$ cat src/rtl/bsearch_pkg.sv
// bsearch_pkg: shared FSM state type and search-mode encodings for the binary search engine
package bsearch_pkg;
  typedef enum logic [1:0] {IDLE, READ, CMP, DONE} state_t;
  localparam logic MODE_EXACT = 1'b0;
  localparam logic MODE_LB = 1'b1;
endpackage

$ cat src/rtl/bsearch_datapath.sv
// bsearch_datapath: lo/hi/mid/cand/probes registers and the key comparator for the binary search
module bsearch_datapath
  import bsearch_pkg::*;
#(
  parameter int DATA_W = 8,
  parameter int ADDR_W = 5
) (
  input  logic                          clk,
  input  logic                          reset,
  input  logic                          init,
  input  logic                          enter_cmp,
  input  logic                          cmp,
  input  logic [DATA_W-1:0]             key,
  input  logic                          mode,
  input  logic [DATA_W-1:0]             mem_rdata,
  output logic [ADDR_W-1:0]             mid,
  output logic                          fin,
  output logic                          res_found,
  output logic [ADDR_W-1:0]             res_addr,
  output logic [$clog2(ADDR_W+2)-1:0]   probes
);
  logic [ADDR_W:0] lo, hi, mid_w;
  logic [DATA_W-1:0] key_q;
  logic mode_q, cand_v, lt, eq, empty;
  logic [ADDR_W-1:0] cand;
  // Midpoint, comparison and the outcome of finishing on the current probe.
  // Since lo <= mid <= hi while searching, new lo > new hi reduces to mid hitting
  // the bound that is being moved past, which also sidesteps hi = mid-1 wrapping at mid=0.
  always_comb begin
    mid_w = (lo + hi) >> 1;
    mid = mid_w[ADDR_W-1:0];
    lt = mem_rdata < key_q;
    eq = mem_rdata == key_q;
    empty = lt ? mid_w == hi : mid_w == lo;
    fin = (mode_q == MODE_EXACT && eq) || empty;
    res_found = mode_q == MODE_LB ? (cand_v || !lt) : eq;
    res_addr = mode_q == MODE_LB ? (lt ? cand : mid) : (eq ? mid : '0);
  end
  // Search window, lower-bound candidate and probe counter.
  always_ff @(posedge clk or negedge reset) begin
    if (!reset) begin
      lo <= '0;
      hi <= '0;
      key_q <= '0;
      mode_q <= MODE_EXACT;
      cand <= '0;
      cand_v <= 1'b0;
      probes <= '0;
    end else if (init) begin
      lo <= '0;
      hi <= {1'b0, {ADDR_W{1'b1}}};
      key_q <= key;
      mode_q <= mode;
      cand <= '0;
      cand_v <= 1'b0;
      probes <= '0;
    end else begin
      if (enter_cmp) probes <= probes + 1'b1;
      if (cmp && lt) lo <= mid_w + 1'b1;
      if (cmp && !lt) hi <= mid_w - 1'b1;
      if (cmp && !lt && mode_q == MODE_LB) begin
        cand <= mid;
        cand_v <= 1'b1;
      end
    end
  end
endmodule

$ cat src/rtl/bsearch_engine.sv
// bsearch_engine: binary search over an external sorted read-only RAM, exact or lower-bound match
module bsearch_engine
  import bsearch_pkg::*;
#(
  parameter int DATA_W = 8,
  parameter int ADDR_W = 5,
  parameter int RD_LAT = 1
) (
  input  logic                          clk,
  input  logic                          reset,
  input  logic                          start,
  input  logic [DATA_W-1:0]             key,
  input  logic                          mode,
  output logic [ADDR_W-1:0]             mem_addr,
  input  logic [DATA_W-1:0]             mem_rdata,
  output logic                          busy,
  output logic                          done,
  output logic                          found,
  output logic [ADDR_W-1:0]             result_addr,
  output logic [$clog2(ADDR_W+2)-1:0]   probes
);
  state_t state;
  logic [2:0] rd_cnt;
  logic init, enter_cmp, in_cmp, fin, res_found;
  logic [ADDR_W-1:0] res_addr;
  assign init = state == IDLE && start;
  assign enter_cmp = state == READ && rd_cnt == 3'(RD_LAT - 1);
  assign in_cmp = state == CMP;
  bsearch_datapath #(.DATA_W(DATA_W), .ADDR_W(ADDR_W)) u_dp (
    .clk(clk),
    .reset(reset),
    .init(init),
    .enter_cmp(enter_cmp),
    .cmp(in_cmp),
    .key(key),
    .mode(mode),
    .mem_rdata(mem_rdata),
    .mid(mem_addr),
    .fin(fin),
    .res_found(res_found),
    .res_addr(res_addr),
    .probes(probes)
  );
  // Control FSM: waits RD_LAT cycles per read, then compares and either reprobes or finishes.
  always_ff @(posedge clk or negedge reset) begin
    if (!reset) begin
      state <= IDLE;
      rd_cnt <= '0;
      busy <= 1'b0;
      done <= 1'b0;
      found <= 1'b0;
      result_addr <= '0;
    end else begin
      case (state)
        IDLE: if (start) begin
          state <= READ;
          rd_cnt <= '0;
          busy <= 1'b1;
          found <= 1'b0;
          result_addr <= '0;
        end
        READ: begin
          state <= enter_cmp ? CMP : READ;
          rd_cnt <= rd_cnt + 3'd1;
        end
        CMP: if (fin) begin
          state <= DONE;
          done <= 1'b1;
          found <= res_found;
          result_addr <= res_addr;
        end else begin
          state <= READ;
          rd_cnt <= '0;
        end
        DONE: begin
          state <= IDLE;
          done <= 1'b0;
          busy <= 1'b0;
        end
        default: state <= IDLE;
      endcase
    end
  end
endmodule

$ cat config.mk
export PLATFORM = sky130hd
export DESIGN_NAME = bsearch_engine
export DESIGN_NICKNAME = d
export VERILOG_FILES = /design/src/rtl/bsearch_pkg.sv /design/src/rtl/bsearch_datapath.sv /design/src/rtl/bsearch_engine.sv
export SDC_FILE = /design/constraint.sdc
export NUM_CORES = 1
export LEC_CHECK = 0
export BUFFER_PORTS_ARGS = -buffer_cell sky130_fd_sc_hd__buf_2
export CORE_UTILIZATION = 40
export CTS_CLUSTER_SIZE = 25
export DETAILED_ROUTE_END_ITERATION = 10
export SLEW_MARGIN = 20
export SYNTH_ARGS = -nofsm -noshare
export SYNTH_HDL_FRONTEND = slang
export SYNTH_SLANG_ARGS = --single-unit
$ cat constraint.sdc
create_clock -name clk -period 3.5 [get_ports clk]
set_clock_uncertainty 0.2 [all_clocks]
set_input_delay 0 -clock clk [delete_from_list [all_inputs] [get_ports clk]]
set_output_delay 0 -clock clk [all_outputs]
set_load 0.05 [all_outputs]
==> results of run 1 <==
[area by class of cell]
class,count,area [um^2]
clock inverters,1,5.005
well taps,75,93.84
multi-input cells,209,1413
clock buffers,7,76.32
repair buffers,53,340.3
fillers,577,2978
inverters,21,78.83
flip-flops and latches,43,1076
[sequential cells by signal (all words and copies together), names as in the netlist]
register     count
u_dp.lo          6
u_dp.cand_v      1
u_dp.mode_q      1
found            1
rd_cnt           3
done             1
u_dp.hi          6
busy             1
state            2
u_dp.cand        5
u_dp.probes      3
u_dp.key_q       8
result_addr      5
[logic make-up (layout without fill, tap and decap cells)]
| logic type | Yosys count | count (layout) | share of synthesized area [%] |
|---|---|---|---|
| xor gates and xnor gates | 20 | 20 | 7.659 |
| AOI/OAI and AO/OA | 67 | 67 | 17.21 |
| DFF | 43 | 43 | 41.69 |
| adders and majority gates | 18 | 18 | 9.016 |
| and+or+nand+nor | 98 | 98 | 17.60 |
| buffers and inverters | 31 | 82 | 4.508 |
| muxes | 6 | 6 | 2.327 |
[repair_timing]
item | CTS | global route
gates resized for setup | 0 | 1
setup endpoints to repair | 0 | 3
hold buffers | 11 | 0
hold endpoints to repair | 54 | 0
[synthesized netlist by cell type (all sizes together) (4+ instances only)]
| cell | instances | area [um^2] |
|---|---|---|
| inv | 21 | 78.82 |
| o211ai | 4 | 30.03 |
| clkbuf | 10 | 37.54 |
| xnor2 | 12 | 105.1 |
| dfrtp | 43 | 1076 |
| nand3 | 18 | 90.09 |
| a21oi | 10 | 50.05 |
| mux2i | 6 | 60.06 |
| o21ai | 32 | 171.4 |
| nor3 | 4 | 20.02 |
| and2 | 4 | 25.03 |
| a22oi | 5 | 37.54 |
| nor2 | 18 | 67.56 |
| nand2 | 39 | 146.4 |
| ha | 17 | 212.7 |
| xor2 | 8 | 92.59 |
[critical path, stage by stage, from the launching register on]
cell and delay (ps):
dfrtp_1 420, nand2_1 90, fa_1 400, nand2b_1 160, a21oi_1 330, xor2_4 120
xor2_1 150, or4_1 530, a211oi_4 390, o22ai_1 190, o221ai_1 200
[path summary, 6_finish.rpt]
check	from	to	slack (ps)
max	u_dp.lo[0]	rd_cnt[2]	240
min	reset	u_dp.probes[1]	30
max reg2reg	u_dp.lo[0]	rd_cnt[2]	240
min reg2reg	u_dp.key_q[0]	u_dp.key_q[0]	300
max in group asynchronous	reset	u_dp.hi[3]	2670
min in group clk	mode	u_dp.mode_q	230
[layout by cell type, fill, tap and decap left out, drive strengths merged, types with 2 or more instances in the layout]
master       netlist  layout
dfrtp             43      43
buf                0      42
nand2             39      39
o21ai             32      32
inv               21      21
nor2              18      18
nand3             18      18
ha                17      17
xnor2             12      12
dlygate4sd3        0      11
a21oi             10      10
xor2               8       8
clkbuf            10       7
mux2i              6       6
a22oi              5       5
o211ai             4       4
nor3               4       4
and2               4       4
nor2b              3       3
nand4              2       2
nand2b             2       2
o21a               2       2
and3b              2       2
[metrics by stage]
stage	hold WS, ps	cells
finish	34.45	409
global route	68.40	409
CTS	220.9	409
detailed placement	-6.061	390
global placement	-10.70	390
floorplan	-495.6	283
[metal layers]
metal  global-route usage (%)  vias up
met4                    5.965        0
met1                    27.22     1039
met5                        0        -
met2                    31.65       39
li1                         -     1075
met3                    4.396        2
==> results.py, run 1 <==
metrics = {
    "timing": {
        "maxSlewViolCount": 0,
        "finalSetupViolations": 0,
        "tightestPinTransition_ps": 937.0,
        "period_share_pct": 93.16,
        "fin_ws_ps": 239.4,
        "fmax_mhz": 306.7,
        "finalSetupTns_ps": 0,
        "relSlewSlack_pct": 37.34,
        "final-hold-violation-count": 0,
        "grt_setup_unrepaired": "no",
        "finalCriticalPeriod_ps": 3261,
    },
    "place": {
        "gp_congestion": 0.7966,
        "dp_hpwl_um": 4384,
        "place_area_um2": 2882,
        "dp_slack_ps": 207.0,
        "io_buffers": 35,
    },
    "finish": {
        "fin_util_pct": 50.87,
        "layout.nets": 371,
        "diodes": 0,
        "syn2layout_area_growth_pct": 19.44,
        "design_area_um2": 3083,
        "drive_gt1_share_pct": 17.37,
    },
    "drt": {
        "highest_layer": "met4",
        "firstDrtPassIters": 4,
        "wirelength_met1_um": 2938,
        "wl_met2_um": 2893,
        "via_count": 2155,
        "viasPerCell": 5.269,
        "antenna_left": 0,
        "wl_per_cell_um": 14.89,
        "routed_wl_um": 6089,
        "drt_iter0_markers": 94,
        "routed-wl-met3_um": 216,
        "drc": 0,
    },
    "global_routing": {
        "grt_max_degree": 44,
        "grt_overflow": 0,
        "antenna_found_initial": 0,
        "grt_pass1_vias": 2049,
        "track_usage_pct": 19.96,
        "grt_first_pass_wirelength_um": 9963,
    },
    "floorplanning": {
        "rows": 28,
        "die_w_um": 82.33,
        "die_h_um": 82.33,
        "die-area_um2": 6778,
        "pin_count": 36,
        "coreArea_um2": 6061,
        "initial_core_util_pct": 42.59,
    },
    "critical_path": {
        "critical_path_class": "reg2reg",
        "crit_path_max_fanout": 5,
        "cp-end-kind": "flip-flop",
        "cp.required_ps": 3510,
        "start_kind": "flip-flop",
        "arrival_ps": 3270,
        "r2r_cells": 10,
    },
    "logic_synthesis": {
        "synthesis.nets": 321,
        "synth_seq_cells": 43,
        "yosysWarnings": 0,
        "synth-edff-count": 0,
        "async_flop_share_pct": 100.0,
        "ys_seq_area_share_pct": 41.69,
        "netlist_area_um2": 2581,
        "postSynthCellCount": 283,
        "synth_ff_type": "dfrtp_1",
        "ys_types": 46,
        "syn_area_per_cell_um2": 9.121,
    },
    "clocking": {
        "cts_sinks": 43,
        "cts_tree": "yes",
        "worstSkewPairLatency_ps": 290,
        "clockBufferDepth": 2,
        "cts-root-buf": "clkbuf_8",
        "cts_setup_buffers": 0,
        "htreeDepth": 2,
        "clkTransAtPathRegs_ps": 80,
        "cts_buffers": 5,
    },
    "job": {
        "cap_viol_max_count": 0,
    },
    "status": {
        "status": "finished, final reports clean",
    },
    "worst_hold_path": {
        "holdCritPathClass": "in2async",
    },
}
Power of run 1 is left out: the tool's default activity adds up to more than one toggle a clock period on the data nets, which glitch-free logic cannot reach.
==> run 2, diff against run 1 <==
- BUFFER_PORTS_ARGS: -buffer_cell sky130_fd_sc_hd__buf_2 -> -buffer_cell sky130_fd_sc_hd__buf_4
- GPL_TIMING_DRIVEN: default -> 1
- PLACE_DENSITY: default -> 0.56
==> run 2 against run 1 <==
Effect of this change:
- sequential cell count did not move
- fmax rose by 0.14%
- via count fell by 1.0%
- first-iteration DRC count fell by 24%
- utilization rose by 1.8 points
- setup slack improved by 4.5 ps
- final cell count fell by 0.24%
==> results.py, run 2 (synthesis results as in run 1) <==
metrics = {
    "critical_path": {
        "cp.required_ps": 3510,
        "rrSetupSlack_ps": 240,
        "critical_path_class": "reg2reg",
        "rr_endpoint": "rd_cnt[2]",
        "start_kind": "flip-flop",
        "arrival_ps": 3270,
        "r2r_cells": 10,
        "cp-end-kind": "flip-flop",
        "crit_path_max_fanout": 4,
        "r2r-start": "u_dp.hi[1]",
    },
    "drt": {
        "wl_per_cell_um": 15.46,
        "drc": 0,
        "antenna_left": 0,
        "via_count": 2133,
        "drt_iter0_markers": 71,
        "viasPerCell": 5.228,
        "routed_wl_um": 6309,
        "firstDrtPassIters": 4,
    },
    "finish": {
        "nFillCells": 592,
        "top_regs": "u_dp.key_q x8, u_dp.hi x6, u_dp.lo x6",
        "top_register": "u_dp.key_q",
        "stdcell_count": 408,
        "largest_reg_flops": 8,
        "diodes": 0,
        "most-common-layout-cells": "43 x dfrtp_1, 42 x buf_4, 39 x nand2_1, 31 x o21ai_0, 20 x inv_1",
        "syn2layout_area_growth_pct": 23.70,
        "final_common_cell": "dfrtp_1",
        "fin_util_pct": 52.68,
        "layout.nets": 371,
        "multi_input_area_um2": 1413,
        "ff_latch_area_um2": 1076,
        "drive_gt1_share_pct": 17.72,
    },
    "timing": {
        "final-hold-violation-count": 0,
        "finalSetupViolations": 0,
        "fmax_mhz": 307.1,
        "maxSlewViolCount": 0,
        "grt_setup_unrepaired": "no",
        "finalCriticalPeriod_ps": 3256,
        "relSlewSlack_pct": 37.17,
        "finalSetupTns_ps": 0,
        "period_share_pct": 93.03,
        "tightestPinTransition_ps": 939.6,
    },
    "clocking": {
        "htreeDepth": 2,
        "worstSkewPairLatency_ps": 310,
        "cts-root-buf": "clkbuf_8",
        "clkTransAtPathRegs_ps": 80,
        "cts_sinks": 43,
        "cts_buffers": 5,
        "clockBufferDepth": 2,
        "cts_tree": "yes",
    },
    "floorplanning": {
        "initial_core_util_pct": 42.59,
        "coreArea_um2": 6061,
        "die_h_um": 82.33,
        "rows": 28,
        "pin_count": 36,
        "die-area_um2": 6778,
        "die_w_um": 82.33,
    },
    "global_routing": {
        "grt_max_degree": 44,
        "grt_first_pass_wirelength_um": 10540,
        "grt_pass1_vias": 2151,
        "antenna_found_initial": 0,
        "grt_overflow": 0,
        "track_usage_pct": 21.30,
    },
    "status": {
        "status": "finished, final reports clean",
    },
    "place": {
        "io_buffers": 35,
        "gp_congestion": 0.7942,
        "dp_hpwl_um": 4410,
        "dp.cells": 390,
    },
    "job": {
        "cap_viol_max_count": 0,
    },
    "worst_hold_path": {
        "holdCritPathClass": "in2async",
    },
}
==> run 2: how the worst max path moves through the flow <==
stage / start / endpoint / slack [ps] / cells after the start
4_1_cts: u_dp.hi[1] / rd_cnt[2] / 210 / 10
3_5_place_dp: u_dp.hi[1] / rd_cnt[2] / 220 / 10
2_1_floorplan: u_dp.hi[1] / result_addr[0] / 40 / 8
6_report: u_dp.hi[1] / rd_cnt[2] / 240 / 10
5_1_grt: u_dp.hi[1] / rd_cnt[1] / 60 / 10
3_3_place_gp: u_dp.hi[1] / result_addr[3] / 290 / 10
==> run 2: what timing repair did <==
item / in CTS / in global routing
gates resized for setup: 0 / 1
hold buffers: 11 / 0
setup buffers: 0 / 0
setup endpoints to repair: 0 / 1
hold endpoints to repair: 54 / 0
==> run 2: area by class of cell <==
class | instances | share of cell area, %
well taps | 75 | 2.939
repair buffers | 53 | 13.32
clock inverters | 2 | 1.176
inverters | 21 | 2.469
multi-input cells | 209 | 44.24
clock buffers | 5 | 2.155
flip-flops and latches | 43 | 33.70
==> run 2: critical path, stage by stage, from the launching register on <==
cell      delay, ps
dfrtp_1         380
inv_1            90
fa_1            460
nand2b_1        160
a21oi_1         320
xor2_4          120
xor2_1          150
or4_1           520
a211oi_4        390
o22ai_1         180
o221ai_1        200
==> run 2: layer usage <==
layer,track usage [%],vias up,routed length (um)
met4,9.123,0,87
li1,-,1070,-
met2,33.80,38,2930
met3,3.077,7,201
met1,28.87,1018,3090
met5,0,-,0
==> run 2: stage by stage <==
stage                     cell area [um^2]  hold slack (ps)  setup WS (ps)
final                                 3193            18.39          243.9
after global placement                2969           -157.8          291.6
after detailed placement              2969           -155.7          221.0
after CTS                             3186            54.84          205.4
after floorplan                       2592           -495.6          37.72
after global routing                  3193            105.4          61.67
Power of run 2 is left out for the same reason.
